===== config.mk =====
export PLATFORM = sky130hd
export DESIGN_NAME = mem_access_ctrl
export DESIGN_NICKNAME = d
export VERILOG_FILES = /design/src/rtl/mem_access_ctrl.sv
export SDC_FILE = /design/constraint.sdc
export NUM_CORES = 1
export LEC_CHECK = 0
export CORE_MARGIN = 4
export CORE_UTILIZATION = 40
export DETAILED_ROUTE_END_ITERATION = 10
export PLACE_DENSITY = 0.75
export RECOVER_POWER = 25
export SYNTH_ARGS = -nofsm -noshare
export SYNTH_HDL_FRONTEND = slang
export SYNTH_SLANG_ARGS = --single-unit

===== constraint.sdc =====
create_clock -name clk -period 5.95 [get_ports clk]
set_clock_uncertainty 0.1 [all_clocks]
set_input_delay 1.785 -clock clk [delete_from_list [all_inputs] [get_ports clk]]
set_output_delay 1.785 -clock clk [all_outputs]
set_load 0.05 [all_outputs]

===== src/rtl/mem_access_ctrl.sv =====
// rtl/mem_access_ctrl.sv - M-stage load/store controller: valid/ready data-bus request, response wait, W-stage stall
// Load data is aligned/extended on the response edge; access_err pulses in DONE for faulted accesses.
module mem_access_ctrl #(
  parameter int ADDR_W      = 32,
  parameter int TIMEOUT_CYC = 256
) (
  input  logic              clk,
  input  logic              rst_n,
  input  logic [6:0]        M_in_op,
  input  logic [2:0]        M_in_f3,
  input  logic [ADDR_W-1:0] M_in_addr,
  input  logic [31:0]       M_in_wdata,
  output logic              waiting,
  output logic              bus_req_valid,
  input  logic              bus_req_ready,
  output logic              bus_req_we,
  output logic [ADDR_W-1:0] bus_req_addr,
  output logic [31:0]       bus_req_wdata,
  output logic [3:0]        bus_req_wstrb,
  input  logic              bus_rsp_valid,
  input  logic [31:0]       bus_rsp_rdata,
  input  logic              bus_rsp_err,
  output logic [31:0]       ld_data,
  output logic              access_err
);

  localparam logic [6:0] OP_LOAD  = 7'b0000011;
  localparam logic [6:0] OP_STORE = 7'b0100011;
  localparam int         CNT_W    = $clog2(TIMEOUT_CYC);
  localparam logic [CNT_W-1:0] CNT_MAX = CNT_W'(TIMEOUT_CYC - 1);

  typedef enum logic [1:0] {IDLE, REQ, RSP, DONE} state_t;

  state_t           state;
  logic             is_load;
  logic             is_store;
  logic             mem_op;
  logic             f3_ok;
  logic             misalign;
  logic             bad;
  logic [3:0]       strb_n;
  logic [31:0]      wdata_n;
  logic [2:0]       ld_f3;
  logic [1:0]       ld_off;
  logic [CNT_W-1:0] cnt;
  logic [31:0]      shifted;
  logic [31:0]      ld_next;

  assign is_load  = (M_in_op == OP_LOAD);
  assign is_store = (M_in_op == OP_STORE);
  assign mem_op   = is_load | is_store;
  assign waiting  = mem_op & (state != DONE);

  always_comb begin
    f3_ok    = 1'b0;
    misalign = 1'b0;
    if (is_load)
      f3_ok = (M_in_f3 == 3'b000) || (M_in_f3 == 3'b001) || (M_in_f3 == 3'b010) ||
              (M_in_f3 == 3'b100) || (M_in_f3 == 3'b101);
    else if (is_store)
      f3_ok = (M_in_f3 == 3'b000) || (M_in_f3 == 3'b001) || (M_in_f3 == 3'b010);
    if (M_in_f3[1:0] == 2'b01)
      misalign = M_in_addr[0];
    else if (M_in_f3[1:0] == 2'b10)
      misalign = (M_in_addr[1:0] != 2'b00);
    bad = !f3_ok || misalign;
  end

  // Store lanes: data is replicated so the byte enables alone select the target bytes.
  always_comb begin
    strb_n  = 4'b0000;
    wdata_n = M_in_wdata;
    case (M_in_f3[1:0])
      2'b00: begin
        wdata_n = {4{M_in_wdata[7:0]}};
        strb_n  = 4'b0001 << M_in_addr[1:0];
      end
      2'b01: begin
        wdata_n = {2{M_in_wdata[15:0]}};
        strb_n  = M_in_addr[1] ? 4'b1100 : 4'b0011;
      end
      default: strb_n = 4'b1111;
    endcase
    if (!is_store)
      strb_n = 4'b0000;
  end

  always_comb begin
    shifted = bus_rsp_rdata >> {ld_off, 3'b000};
    case (ld_f3)
      3'b000:  ld_next = {{24{shifted[7]}}, shifted[7:0]};
      3'b001:  ld_next = {{16{shifted[15]}}, shifted[15:0]};
      3'b100:  ld_next = {24'd0, shifted[7:0]};
      3'b101:  ld_next = {16'd0, shifted[15:0]};
      default: ld_next = shifted;
    endcase
  end

  // access_err doubles as the error flag: it is only ever set on the edge into DONE.
  always_ff @(posedge clk or negedge rst_n) begin
    if (!rst_n) begin
      state         <= IDLE;
      bus_req_valid <= 1'b0;
      bus_req_we    <= 1'b0;
      bus_req_addr  <= '0;
      bus_req_wdata <= '0;
      bus_req_wstrb <= '0;
      ld_data       <= '0;
      access_err    <= 1'b0;
      ld_f3         <= '0;
      ld_off        <= '0;
      cnt           <= '0;
    end else begin
      case (state)
        IDLE: begin
          if (mem_op) begin
            if (bad) begin
              access_err <= 1'b1;
              state      <= DONE;
            end else begin
              bus_req_valid <= 1'b1;
              bus_req_we    <= is_store;
              bus_req_addr  <= {M_in_addr[ADDR_W-1:2], 2'b00};
              bus_req_wdata <= wdata_n;
              bus_req_wstrb <= strb_n;
              ld_f3         <= M_in_f3;
              ld_off        <= M_in_addr[1:0];
              state         <= REQ;
            end
          end
        end
        REQ: begin
          if (bus_req_ready) begin
            bus_req_valid <= 1'b0;
            cnt           <= '0;
            state         <= RSP;
          end
        end
        RSP: begin
          if (bus_rsp_valid) begin
            access_err <= bus_rsp_err;
            if (!bus_req_we)
              ld_data <= ld_next;
            state <= DONE;
          end else if (cnt == CNT_MAX) begin
            access_err <= 1'b1;
            state      <= DONE;
          end else begin
            cnt <= cnt + CNT_W'(1);
          end
        end
        DONE: begin
          access_err <= 1'b0;
          state      <= IDLE;
        end
        default: state <= IDLE;
      endcase
    end
  end

endmodule


==> results_dict.tcl <==
set metrics [dict create \
    cp_max_fo 5 \
    die_area_sq_um 16200 \
    clockBufferDepth 2 \
    rr_endpoint "ld_data[22]" \
    worst_pin_slew_ps 1900 \
    start_util_pct 40.9 \
    grt_max_degree 102 \
    first_global_vias 5206 \
    critical_path_class "input pin to output pin" \
    ff_latch_area_sq_um 2900 \
    grt_pass1_wl_mm 27.0 \
    gr-total-overflow 0 \
    total_power_uw 3540 \
    reg2reg_depth 7 \
    clk_latency_ps 400 \
    grt_usage_pct 21.1 \
    min_period_ps 4990 \
    synth_area_per_cell_sq_um 9.46 \
    yosys.area.top_type_share_pct 51.1 \
    min_path_cells 2 \
    yosysSeqAreaShare_pct 51.1 \
    min_to "bus_req_wdata[7]" \
    rows 43 \
    worst-endpoint-required_ps 4070 \
    crit_arrival_ps 3110 \
    coreArea_sq_um 13900 \
    synth_common_cells "169 x nand2_1, 116 x dfrtp_1, 46 x mux2i_1" \
    regToRegSetupSlack_ps 2400 \
    synthArstFlopShare_pct 100 \
    n_fill_cell 1174 \
    syn_area_sq_um 5680 \
    relSlewSlack_pct -26.7 \
    endpoint_kind "output pin" \
    synthFlopType "dfrtp_1" \
    netlist-cell-type-count 50 \
    ctsResizeCount 0 \
    setup-tns-final_ps 0 \
    synth_edf_count 0 \
    antenna_found_initial 0 \
    clk_pin_slew_ps 50 \
    drt_iter0_markers 231 \
    ctsHoldBuffers 0 \
    port_buffers 212 \
    p_leak_uw 0.00377 \
    cts_tree "built" \
    cts.sinks 116 \
    vias 5101 \
    cts_setup_buffers 0 \
    rr_startpoint "state[0]" \
    hold_path.class "register to register" \
    synthTopCellsByArea "dfrtp_1 51%, nand2_1 11%, mux2i_1 8.1%" \
    violations "max-capacitance violations, max-slew violations" \
    rsz0062_at_grt "false" \
    dp.final_hpwl_mm 12.4 \
    power_density_nw_per_um2 416 \
    synth_most_common_cell "nand2_1" \
    yosysWarningCount 0 \
    start_kind "input pin" \
    status "finished with violations" \
    netlist_instances 600 \
    htreeDepth 4 \
    num_io_pins 215 \
    ir_drop_mv 0.185 \
    numCtsBuffers 17 \
    die_h_um 127 \
    avgViaCountPerCell 5.13 \
    setup_viol 0 \
    drive_gt1_share_pct 6.88 \
    cts_root_buf "clkbuf_16" \
    gp_congestion 0.825 \
    n_antenna_cell 0 \
    wirelength_mm 17.0 \
    area_delta_synth_final_pct 50.0 \
    die_w_um 127 \
    antenna_left 0 \
    drc 0 \
    hold_viol_final 0 \
    routedWlPerCell_um 17.1 \
    yosysTopAreaCell "dfrtp_1" \
    slew_viol_final 111 \
    period_share_pct 83.9 \
    final_nets 921 \
    multi_input_area_sq_um 2580 \
    cap_violations 2 \
    dr.pass1.iters 4 \
    fmaxAchievable_mhz 200 \
    min_from "bus_req_wdata[7]" \
    ys_ff_latch 116 \
]
-- layer usage --
metal	vias to the layer above	track usage, %	part of all wire, %
met5	-	0	0
met4	0	7.07	1.7
met3	23	7.78	8.6
met2	178	34.9	49
met1	2451	25.7	41
li1	2449	-	-
-- metrics by stage --
step                      std cells  instance area (sq um)  hold slack [ps]  utilization, %  setup slack (ps)
final                           994                   8520              362            61.3               959
after detailed placement        965                   7930              356            57.1               970
after floorplan                 601                   5680              385               -              1200
after global routing            994                   8520              390            61.3               875
after global placement          965                   7930              349            57.1               969
after CTS                       994                   8530              367            61.4               964
-- sequential cells by signal (all words and copies together), names as in the netlist, 2 cells and up --
signal	flops
bus_req_wdata	32
ld_data	32
bus_req_addr	30
cnt	8
bus_req_wstrb	4
ld_f3	3
ld_off	2
state	2
-- power by group --
part           total (uW)  leakage [uW]  internal, uW  switching [uW]
clock                1040      0.000295           706             332
sequential           1080       0.00151           958             118
combinational        1430       0.00196           537             891
-- how the worst max path moves through the flow --
stage                           from      end  slack, ps  cells after the start
after floorplan           M_in_op[3]  waiting       1200                      3
after global placement    M_in_op[3]  waiting        970                      5
after detailed placement  M_in_op[3]  waiting        970                      5
after CTS                 M_in_op[3]  waiting        960                      5
after global routing      M_in_op[3]  waiting        870                      5
final                     M_in_op[3]  waiting        960                      5
-- cells by family (layout without fill, tap and decap cells) --
group,count (synthesis),in the layout,share of synthesized area (%)
buffers and inverters,43,256,3.70
AND/OR/NAND/NOR,261,261,19.9
AO/OA/AOI/OAI,118,118,13.7
flip-flops,116,116,51.1
adder cells (fa/ha/maj),6,6,1.32
other,1,2,0.0661
multiplexers,55,55,10.2
-- critical path: stages --
cell             delay [ps]
clkdlybuf4s50_1         440
nor4_4                  450
nand2_1                 120
nor2_1                  110
buf_4                   200
-- final cells by class --
| cell class | count | area share [%] |
|---|---|---|
| clock inverter | 4 | 1.12 |
| sequential | 116 | 34.1 |
| inverter | 8 | 0.353 |
| tap | 180 | 2.64 |
| multi-input combinational | 442 | 30.3 |
| clock buffer | 25 | 5.94 |
| timing repair buffer | 219 | 25.6 |
-- layout by cell type (no fill, tap or decap), drive strengths merged, types with 8 or more instances in the layout --
master         Yosys  final
clkdlybuf4s50      0    209
nand2            169    169
dfrtp            116    116
mux2i             46     46
o21ai             43     43
nor2              40     40
a21oi             32     32
clkbuf            13     27
o22a              17     17
and2              16     16
nor2b             10     10
inv                8      8
mux2               8      8
Note: power is estimated with default switching activity, not from simulation.
==> patch (same settings) <==
Set the parameter `ADDR_W` to 64 (it was 32).
--- a/src/rtl/mem_access_ctrl.sv
+++ b/src/rtl/mem_access_ctrl.sv
@@ -3,3 +3,3 @@
 module mem_access_ctrl #(
-  parameter int ADDR_W      = 32,
+  parameter int ADDR_W      = 64,
   parameter int TIMEOUT_CYC = 256
Ports: changed (resized M_in_addr and bus_req_addr); port bits go from 215 to 279. No check against the original RTL was run, so the function may have changed too.
==> patch against the unedited design <==
The flow still finishes with violations (capacitance limit, slew limit); critical path depth did not move; final area rose by 22%; total power rose by 11%; wire length rose by 21%; setup slack got worse by 0.058 ns; die area rose by 21%; non-clock buffer count rose by 67; sequential cell count rose by 32; global-route usage fell by 0.21 points; combinational power rose by 10%; area after synthesis rose by 22%.
==> patch: results (changes against the unedited design) <==
[detailed_routing]
drt_iter0_markers=266  ; was 231
via_per_inst=5.00  ; was 5.13
num_vias=6162  ; was 5101
wire_per_inst_um=16.7  ; was 17.1 um

[finish]
signal_buffers=286  ; was 219
final-clk-cell-share=0.0553  ; was 0.0705
multi_input_area_mm2=0.00297  ; was 0.00258 mm^2
buf_share=0.274  ; was 0.256
fillers=1463  ; was 1174
final_nets=1149  ; was 921
seq_area_frac=0.356  ; was 0.341

[run]
maxCapViolCount=1  ; was 2

[global_routing]
grt_start_max_net_pins=99  ; was 102
grt_pass1_vias=6139  ; was 5206
grt_pass1_wl_um=32800  ; was 27000 um
grt_use_total=0.209  ; was 0.211

[placement]
portBuffers=276  ; was 212
placed_area_mm2=0.00984  ; was 0.00793 mm^2
place_congestion=0.842  ; was 0.825
hpwl_um=15000  ; was 12400 um

[synth]
synth_compound_area_frac=0.115  ; was 0.137
synth_adder_area_share=0.0108  ; was 0.0132
syn_inst=736  ; was 600
ys_top_cells_by_area=dfrtp_1 (53%), nand2_1 (14%), mux2i_1 (6.6%)  ; was dfrtp_1 (51%), nand2_1 (11%), mux2i_1 (8.1%)
ys_seq_area_frac=0.533  ; was 0.511

[run_status]
status=finished with violations  ; unchanged
violations=capacitance limit, slew limit  ; unchanged

[sta]
slew_headroom=-0.540  ; was -0.267
maxSlewViolCount=91  ; was 111

[power]
p_seq_mw=1.30  ; was 1.08 mW
switching_share=0.403  ; was 0.379

[worst_setup_path]
critPathMaxStageDelay_ns=0.47  ; was 0.45 ns

==> patch: changes by cell type in the layout (fill, tap and decap cells not counted), sizes merged, moves of 7 or more <==
cell / change
nand2: +96
clkdlybuf4s50: +65
inv: +9
clkbuf: -7
dfrtp: +32
==> patch: worst paths after layout <==
check	startpoint	endpoint	slack, ns	cells past startpoint
max reg2reg	state[0]	ld_data[1]	3.06	6
min	bus_req_addr[48]	bus_req_addr[48]	0.36	2
min in group asynchronous	rst_n	cnt[6]	1.92	1
max	M_in_op[3]	waiting	0.90	5
min reg2reg	bus_req_addr[48]	bus_req_addr[48]	0.36	2
max in group asynchronous	rst_n	ld_data[3]	1.54	2
==> patch: routing by layer <==
metal  routed length [um]  track usage  part of all wire  up-vias
met1                 8670        0.259              0.42     2927
met3                 1970       0.0902             0.096       34
li1                     -            -                 -     2974
met4                  378       0.0592             0.018        0
met5                    0            0                 0        -
met2                 9560        0.336              0.46      227
